==> src/rtl/sa_wresp_channel_pkg.sv <==
// Shared helpers for the write-response channel slice.
package sa_wresp_channel_pkg;

  // Circular pointer increment for FIFOs of arbitrary (not just pow2) depth.
  function automatic int unsigned ptr_inc(input int unsigned ptr, input int unsigned depth);
    return (ptr == depth - 1) ? 0 : ptr + 1;
  endfunction

endpackage

==> src/rtl/sa_wresp_channel_fifo.sv <==
// Synchronous FIFO with occupancy counter. Pushes while full and pops while
// empty are ignored; head data is visible combinationally.
module sa_wresp_channel_fifo
  import sa_wresp_channel_pkg::*;
#(
  parameter int DATA_WIDTH = 1,
  parameter int FIFO_DEPTH = 8,
  parameter int CNT_W      = $clog2(FIFO_DEPTH) + 1
) (
  input  logic                  clk_i,
  input  logic                  rst_ni,
  input  logic                  wr_en_i,
  input  logic [DATA_WIDTH-1:0] wr_data_i,
  input  logic                  rd_en_i,
  output logic [DATA_WIDTH-1:0] rd_data_o,
  output logic                  full_o,
  output logic                  empty_o,
  output logic [CNT_W-1:0]      count_o
);
  localparam int PTR_W = (FIFO_DEPTH > 1) ? $clog2(FIFO_DEPTH) : 1;

  logic [DATA_WIDTH-1:0] mem_q [FIFO_DEPTH];
  logic [PTR_W-1:0]      wr_ptr_q, rd_ptr_q;
  logic [CNT_W-1:0]      cnt_q;
  logic                  do_wr, do_rd;

  assign full_o    = (cnt_q == CNT_W'(FIFO_DEPTH));
  assign empty_o   = (cnt_q == '0);
  assign count_o   = cnt_q;
  assign rd_data_o = mem_q[rd_ptr_q];
  assign do_wr     = wr_en_i & ~full_o;
  assign do_rd     = rd_en_i & ~empty_o;

  // Storage array; contents are don't-care until written, so no reset.
  always_ff @(posedge clk_i) begin
    if (do_wr) mem_q[wr_ptr_q] <= wr_data_i;
  end

  // Pointer and occupancy bookkeeping; push+pop together leaves count unchanged.
  always_ff @(posedge clk_i or negedge rst_ni) begin
    if (!rst_ni) begin
      wr_ptr_q <= '0;
      rd_ptr_q <= '0;
      cnt_q    <= '0;
    end else begin
      if (do_wr) wr_ptr_q <= PTR_W'(ptr_inc(32'(wr_ptr_q), FIFO_DEPTH));
      if (do_rd) rd_ptr_q <= PTR_W'(ptr_inc(32'(rd_ptr_q), FIFO_DEPTH));
      case ({do_wr, do_rd})
        2'b10:   cnt_q <= cnt_q + 1'b1;
        2'b01:   cnt_q <= cnt_q - 1'b1;
        default: cnt_q <= cnt_q;
      endcase
    end
  end
endmodule

==> src/rtl/sa_wresp_channel.sv <==
// Slave-side B channel: routes each slave write response back to the master
// whose AW was accepted, in AW order, through a one-entry output buffer.
module sa_wresp_channel
  import sa_wresp_channel_pkg::*;
#(
  parameter int MST_AMT         = 2,
  parameter int OUTSTANDING_AMT = 8,
  parameter int OUTST_CTN_W     = $clog2(OUTSTANDING_AMT) + 1,
  parameter int TRANS_MST_ID_W  = 5,
  parameter int TRANS_WR_RESP_W = 2,
  parameter int MST_ID_W        = $clog2(MST_AMT)
) (
  input  logic                                ACLK_i,
  input  logic                                ARESETn_i,
  input  logic [TRANS_MST_ID_W-1:0]           s_BID_i,
  input  logic [TRANS_WR_RESP_W-1:0]          s_BRESP_i,
  input  logic                                s_BVALID_i,
  output logic                                s_BREADY_o,
  input  logic [MST_ID_W-1:0]                 sa_AW_mst_id_i,
  input  logic                                sa_AW_shift_en_i,
  output logic                                sa_AW_stall_o,
  output logic [OUTST_CTN_W-1:0]              sa_B_outst_ctn_o,
  output logic [TRANS_MST_ID_W*MST_AMT-1:0]   dsp_BID_o,
  output logic [TRANS_WR_RESP_W*MST_AMT-1:0]  dsp_BRESP_o,
  output logic [MST_AMT-1:0]                  dsp_BVALID_o,
  input  logic [MST_AMT-1:0]                  dsp_BREADY_i
);
  logic                       order_empty, order_full;
  logic [MST_ID_W-1:0]        head_mst;
  logic                       s_hs, m_hs, dst_rdy;

  logic                       buf_vld_q, buf_vld_d;
  logic [MST_ID_W-1:0]        buf_mst_q, buf_mst_d;
  logic [TRANS_MST_ID_W-1:0]  buf_bid_q, buf_bid_d;
  logic [TRANS_WR_RESP_W-1:0] buf_bresp_q, buf_bresp_d;

  sa_wresp_channel_fifo #(
    .DATA_WIDTH (MST_ID_W),
    .FIFO_DEPTH (OUTSTANDING_AMT),
    .CNT_W      (OUTST_CTN_W)
  ) u_order_fifo (
    .clk_i     (ACLK_i),
    .rst_ni    (ARESETn_i),
    .wr_en_i   (sa_AW_shift_en_i),
    .wr_data_i (sa_AW_mst_id_i),
    .rd_en_i   (s_hs),
    .rd_data_o (head_mst),
    .full_o    (order_full),
    .empty_o   (order_empty),
    .count_o   (sa_B_outst_ctn_o)
  );

  assign sa_AW_stall_o = order_full;

  // Accept from the slave only when we know the destination and the buffer
  // is free or draining this cycle.
  assign dst_rdy    = dsp_BREADY_i[buf_mst_q];
  assign s_BREADY_o = ~order_empty & (~buf_vld_q | dst_rdy);
  assign s_hs       = s_BVALID_i & s_BREADY_o;
  assign m_hs       = buf_vld_q & dst_rdy;

  // Buffer next state: reload on slave handshake (wins over drain), else drain.
  always_comb begin
    buf_vld_d   = buf_vld_q;
    buf_mst_d   = buf_mst_q;
    buf_bid_d   = buf_bid_q;
    buf_bresp_d = buf_bresp_q;
    if (s_hs) begin
      buf_vld_d   = 1'b1;
      buf_mst_d   = head_mst;
      buf_bid_d   = s_BID_i;
      buf_bresp_d = s_BRESP_i;
    end else if (m_hs) begin
      buf_vld_d   = 1'b0;
    end
  end

  // Output buffer registers; reset discards any pending response.
  always_ff @(posedge ACLK_i or negedge ARESETn_i) begin
    if (!ARESETn_i) begin
      buf_vld_q   <= 1'b0;
      buf_mst_q   <= '0;
      buf_bid_q   <= '0;
      buf_bresp_q <= '0;
    end else begin
      buf_vld_q   <= buf_vld_d;
      buf_mst_q   <= buf_mst_d;
      buf_bid_q   <= buf_bid_d;
      buf_bresp_q <= buf_bresp_d;
    end
  end

  // Fan the buffer out to every master; only the addressed one sees valid.
  for (genvar i = 0; i < MST_AMT; i++) begin : g_mst
    assign dsp_BVALID_o[i] = buf_vld_q & (buf_mst_q == MST_ID_W'(i));
    assign dsp_BID_o[i*TRANS_MST_ID_W +: TRANS_MST_ID_W]     = buf_bid_q;
    assign dsp_BRESP_o[i*TRANS_WR_RESP_W +: TRANS_WR_RESP_W] = buf_bresp_q;
  end
endmodule

==> config.mk <==
export PLATFORM = sky130hd
export DESIGN_NAME = sa_wresp_channel
export DESIGN_NICKNAME = d
export VERILOG_FILES = /design/src/rtl/sa_wresp_channel_pkg.sv /design/src/rtl/sa_wresp_channel_fifo.sv /design/src/rtl/sa_wresp_channel.sv
export SDC_FILE = /design/constraint.sdc
export NUM_CORES = 1
export LEC_CHECK = 0
export ABC_CLOCK_PERIOD_IN_PS = 2290
export BUFFER_PORTS_ARGS = -buffer_cell sky130_fd_sc_hd__buf_2
export CAP_MARGIN = 5
export CORE_UTILIZATION = 40
export CTS_CLUSTER_SIZE = 24
export DETAILED_ROUTE_END_ITERATION = 8
export GPL_ROUTABILITY_DRIVEN = 0
export PLACE_DENSITY = 0.67
export SYNTH_ARGS = -nofsm -noshare
export SYNTH_HDL_FRONTEND = slang
export SYNTH_SLANG_ARGS = --single-unit
==> constraint.sdc <==
create_clock -name ACLK_i -period 2.29 [get_ports ACLK_i]
set_input_delay 0.229 -clock ACLK_i [delete_from_list [all_inputs] [get_ports ACLK_i]]
set_output_delay 0.229 -clock ACLK_i [all_outputs]
set_load 0.02 [all_outputs]
==> key figures <==
Run status
  – Status: finished, final reports clean

Placement
  – Inst Count DP: between 150 and 200
  – Area after DPL: around 0.0016 mm^2
  – Buffers on Ports: 35
  – Post-DP HPWL: 1.60 mm
  – Pre-CTS WS: approximately 160 ps

Global routing
  – GR Util met1: about 14%
  – Gr busiest metal: met2
  – Antenna violations before repair: 0
  – Vias in the first global route: between 800 and 900
  – Met3 Use GR: under 10%
  – Global route total overflow: 0
  – GR Util met2: between 20% and 30%
  – First-pass GRT wire length: roughly 3.4 mm
  – Largest net degree at the start of global routing: 20
  – GRT Overall Usage: 12.7%

Drt
  – Via/cell ratio: approximately 4.8
  – DR WL/cell: between 10 and 15 um
  – Final WL: about 2.1 mm
  – DRC Markers: 0
  – Via count: 869
  – DRT antenna net count: 0
  – Iteration-0 DRC Markers: 24
  – Drt pass-1 iters: 3

Yosys
  – Synthesized flop and latch total: 27
  – Main synth FF type: dfrtp_1
  – Sequential area share after synthesis: between 50% and 60%
  – Post-synth top cells: 19 x dfrtp_1, 8 x edfxtp_1
  – Largest family of logic cells by synthesized area: multiplexers
  – Syn nets: about 130
  – EDFF count, synth: 8
  – Top post-synthesis cells by area: dfrtp_1 35%, edfxtp_1 18%, ha_1 6.4%
  – Largest area contributor in the netlist: dfrtp_1
  – Post-Synth XOR/XNOR Area: 3.20%
  – Ys async rst share: 70.4%
  – Mux cell area share after synthesis: 14.9%
  – Yosys cell types: 31
  – Adder-cell share of the synthesized area: ~6.4%
  – Cell Area, Synth: about 0.0014 mm^2
  – Area fraction of the dominant cell type after synthesis: between 30% and 40%
  – Simple-gate share of the synthesized area: 11.9%
  – Syn Area/Cell: 12.9 um^2
  – Cells after Synth: 106
  – Count leader, synth: dfrtp_1
  – Compound-Gate Fraction of Synth Area: 5.67%
  – Synth Warn #: 0

Power and ir drop
  – Maximum VDD drop: between 0.0007 and 0.0008 V
  – Total power: 2.26 mW
  – Pleak: approximately 0.73 nW
  – Pwr Density: roughly 1400 mW/mm^2

Clock tree
  – Clk Latency, worst-skew pair: roughly 310 ps
  – # Post-CTS Setup Buffers: 0
  – Num CTS Buffers: 3
  – Clk pin slew, worst setup/hold paths: roughly 130 ps
  – Clock buffer depth: 2
  – Sink Count: 27
  – Clock root buffer: clkbuf_4
  – Max H-tree Level: 1
  – CTS tree: yes

Timing
  – Clock skew: roughly 5.2 ps
  – Setup ws final: roughly 140 ps
  – Aggregate negative setup slack: 0 ps
  – Relative slew slack: approximately 72%
  – Fin crit period: 2150 ps
  – Final period utilization: ~94%
  – FMAX: 464 MHz
  – Worst slew pin tran: between 400 and 500 ps
  – Final setup violating endpoints: 0
  – Final Hold Fails: 0
  – Slew Limit Fails: 0

Floorplanning
  – Ports: 36
  – Row cnt: 20
  – Die area: between 0.003 and 0.004 mm^2
  – Core area: ~0.0032 mm^2
  – Initial Utilization: a little over two fifths
  – Die height: roughly 60 um
  – Chip width: 60.5 um

Min path
  – Min-Delay Path Class: input pin to register

Worst setup path
  – Arrival time worst endpoint: 2360 ps
  – Critical path launch point type: register
  – Worst Path Required: approximately 2500 ps
  – CP Max Fanout: 7
  – Worst Setup End Kind: register
  – Crit Path Class: register to register

Finish
  – Post-Layout Cell Count: 182
  – Layout cell share with drive strength beyond 1: a little under half
  – Diode count: 0
  – Post-route cell area: about 0.0016 mm^2
  – Fin nets: 160
  – Area growth from synthesis to layout: 17.0%

Job
  – Max-Cap Viols: 0
-- through the flow --
stage / utilization, % / hold slack, ps
floorplan: - / -66.6
global placement: 49.3 / 184
detailed placement: 49.3 / 192
CTS: 50.4 / 129
global route: 50.8 / 110
finish: 50.8 / 141
-- worst max-delay path, stage by stage (launching register included) --
cell and delay, ps:
dfrtp_2 490, nor4_4 330, a211o_4 140, inv_1 60, ha_2 220, xor2_1 150, ha_1 190, a21oi_2 120
xor2_1 160, nor2_1 70, xor2_1 140
-- registers in the layout, summed over array words and instances, names as in the netlist --
signal / count
u_order_fifo.count_o: 4
buf_bid_q: 5
u_order_fifo.rd_ptr_q: 3
u_order_fifo.wr_ptr_q: 3
buf_vld_q: 1
buf_bresp_q: 2
buf_mst_q: 1
u_order_fifo.mem_q: 8
-- power by group --
group	leakage, nW	switching, mW	total, mW	internal, mW
clock network	0.0150	0.123	0.191	0.0679
logic	0.416	0.601	1.14	0.538
registers	0.294	0.231	0.931	0.699
total	0.725	0.955	2.26	1.31
-- cells in the final DEF, fill, tap and decap left out, drive strengths merged, types with 3 or more instances in the layout --
cell type,n
clkbuf,4
nand2,7
ha,7
o21ai,5
buf,36
xor2,4
mux2,11
dfrtp,19
nand2b,3
edfxtp,8
nor2,7
nor3,4
-- cells by family after synthesis --
| family | count (synthesis) |
|---|---|
| adders and majority gates | 7 |
| AOI/OAI and AO/OA | 11 |
| xor gates and xnor gates | 5 |
| muxes | 15 |
| and+or+nand+nor | 30 |
| DFF | 27 |
| buffers and inverters | 11 |
-- routing by layer --
layer	share of wire [%]	vias to the layer above
met1	45	412
met4	1.1	0
li1	-	434
met5	0	-
met3	4.4	2
met2	50	21
-- area by class of cell --
class	instances	area, um^2
clock buffer	4	26.3
inverter	2	7.51
multi-input combinational	68	599
timing repair buffer	37	193
fill	303	1550
tap	44	55.1
sequential	27	719
-- what timing repair did --
item,in CTS,in global routing
hold endpoints to repair,19,0
resized for setup,0,3
setup endpoints to repair,0,1
hold buffers,1,0
-- path summary, 6_finish.rpt --
check | to | start | cells after the start | slack [ps]
setup / recovery | u_order_fifo.count_o[2] | u_order_fifo.count_o[0] | 10 | 140
hold / removal | buf_bid_q[1] | s_BID_i[1] | 2 | 140
setup reg to reg | u_order_fifo.count_o[2] | u_order_fifo.count_o[0] | 10 | 140
hold reg to reg | buf_bid_q[1] | buf_bid_q[1] | 1 | 540
max in group asynchronous | u_order_fifo.count_o[0] | ARESETn_i | 2 | 1610
min in group asynchronous | buf_bid_q[0] | ARESETn_i | 2 | 360
Note: power is estimated with default switching activity, not from simulation.
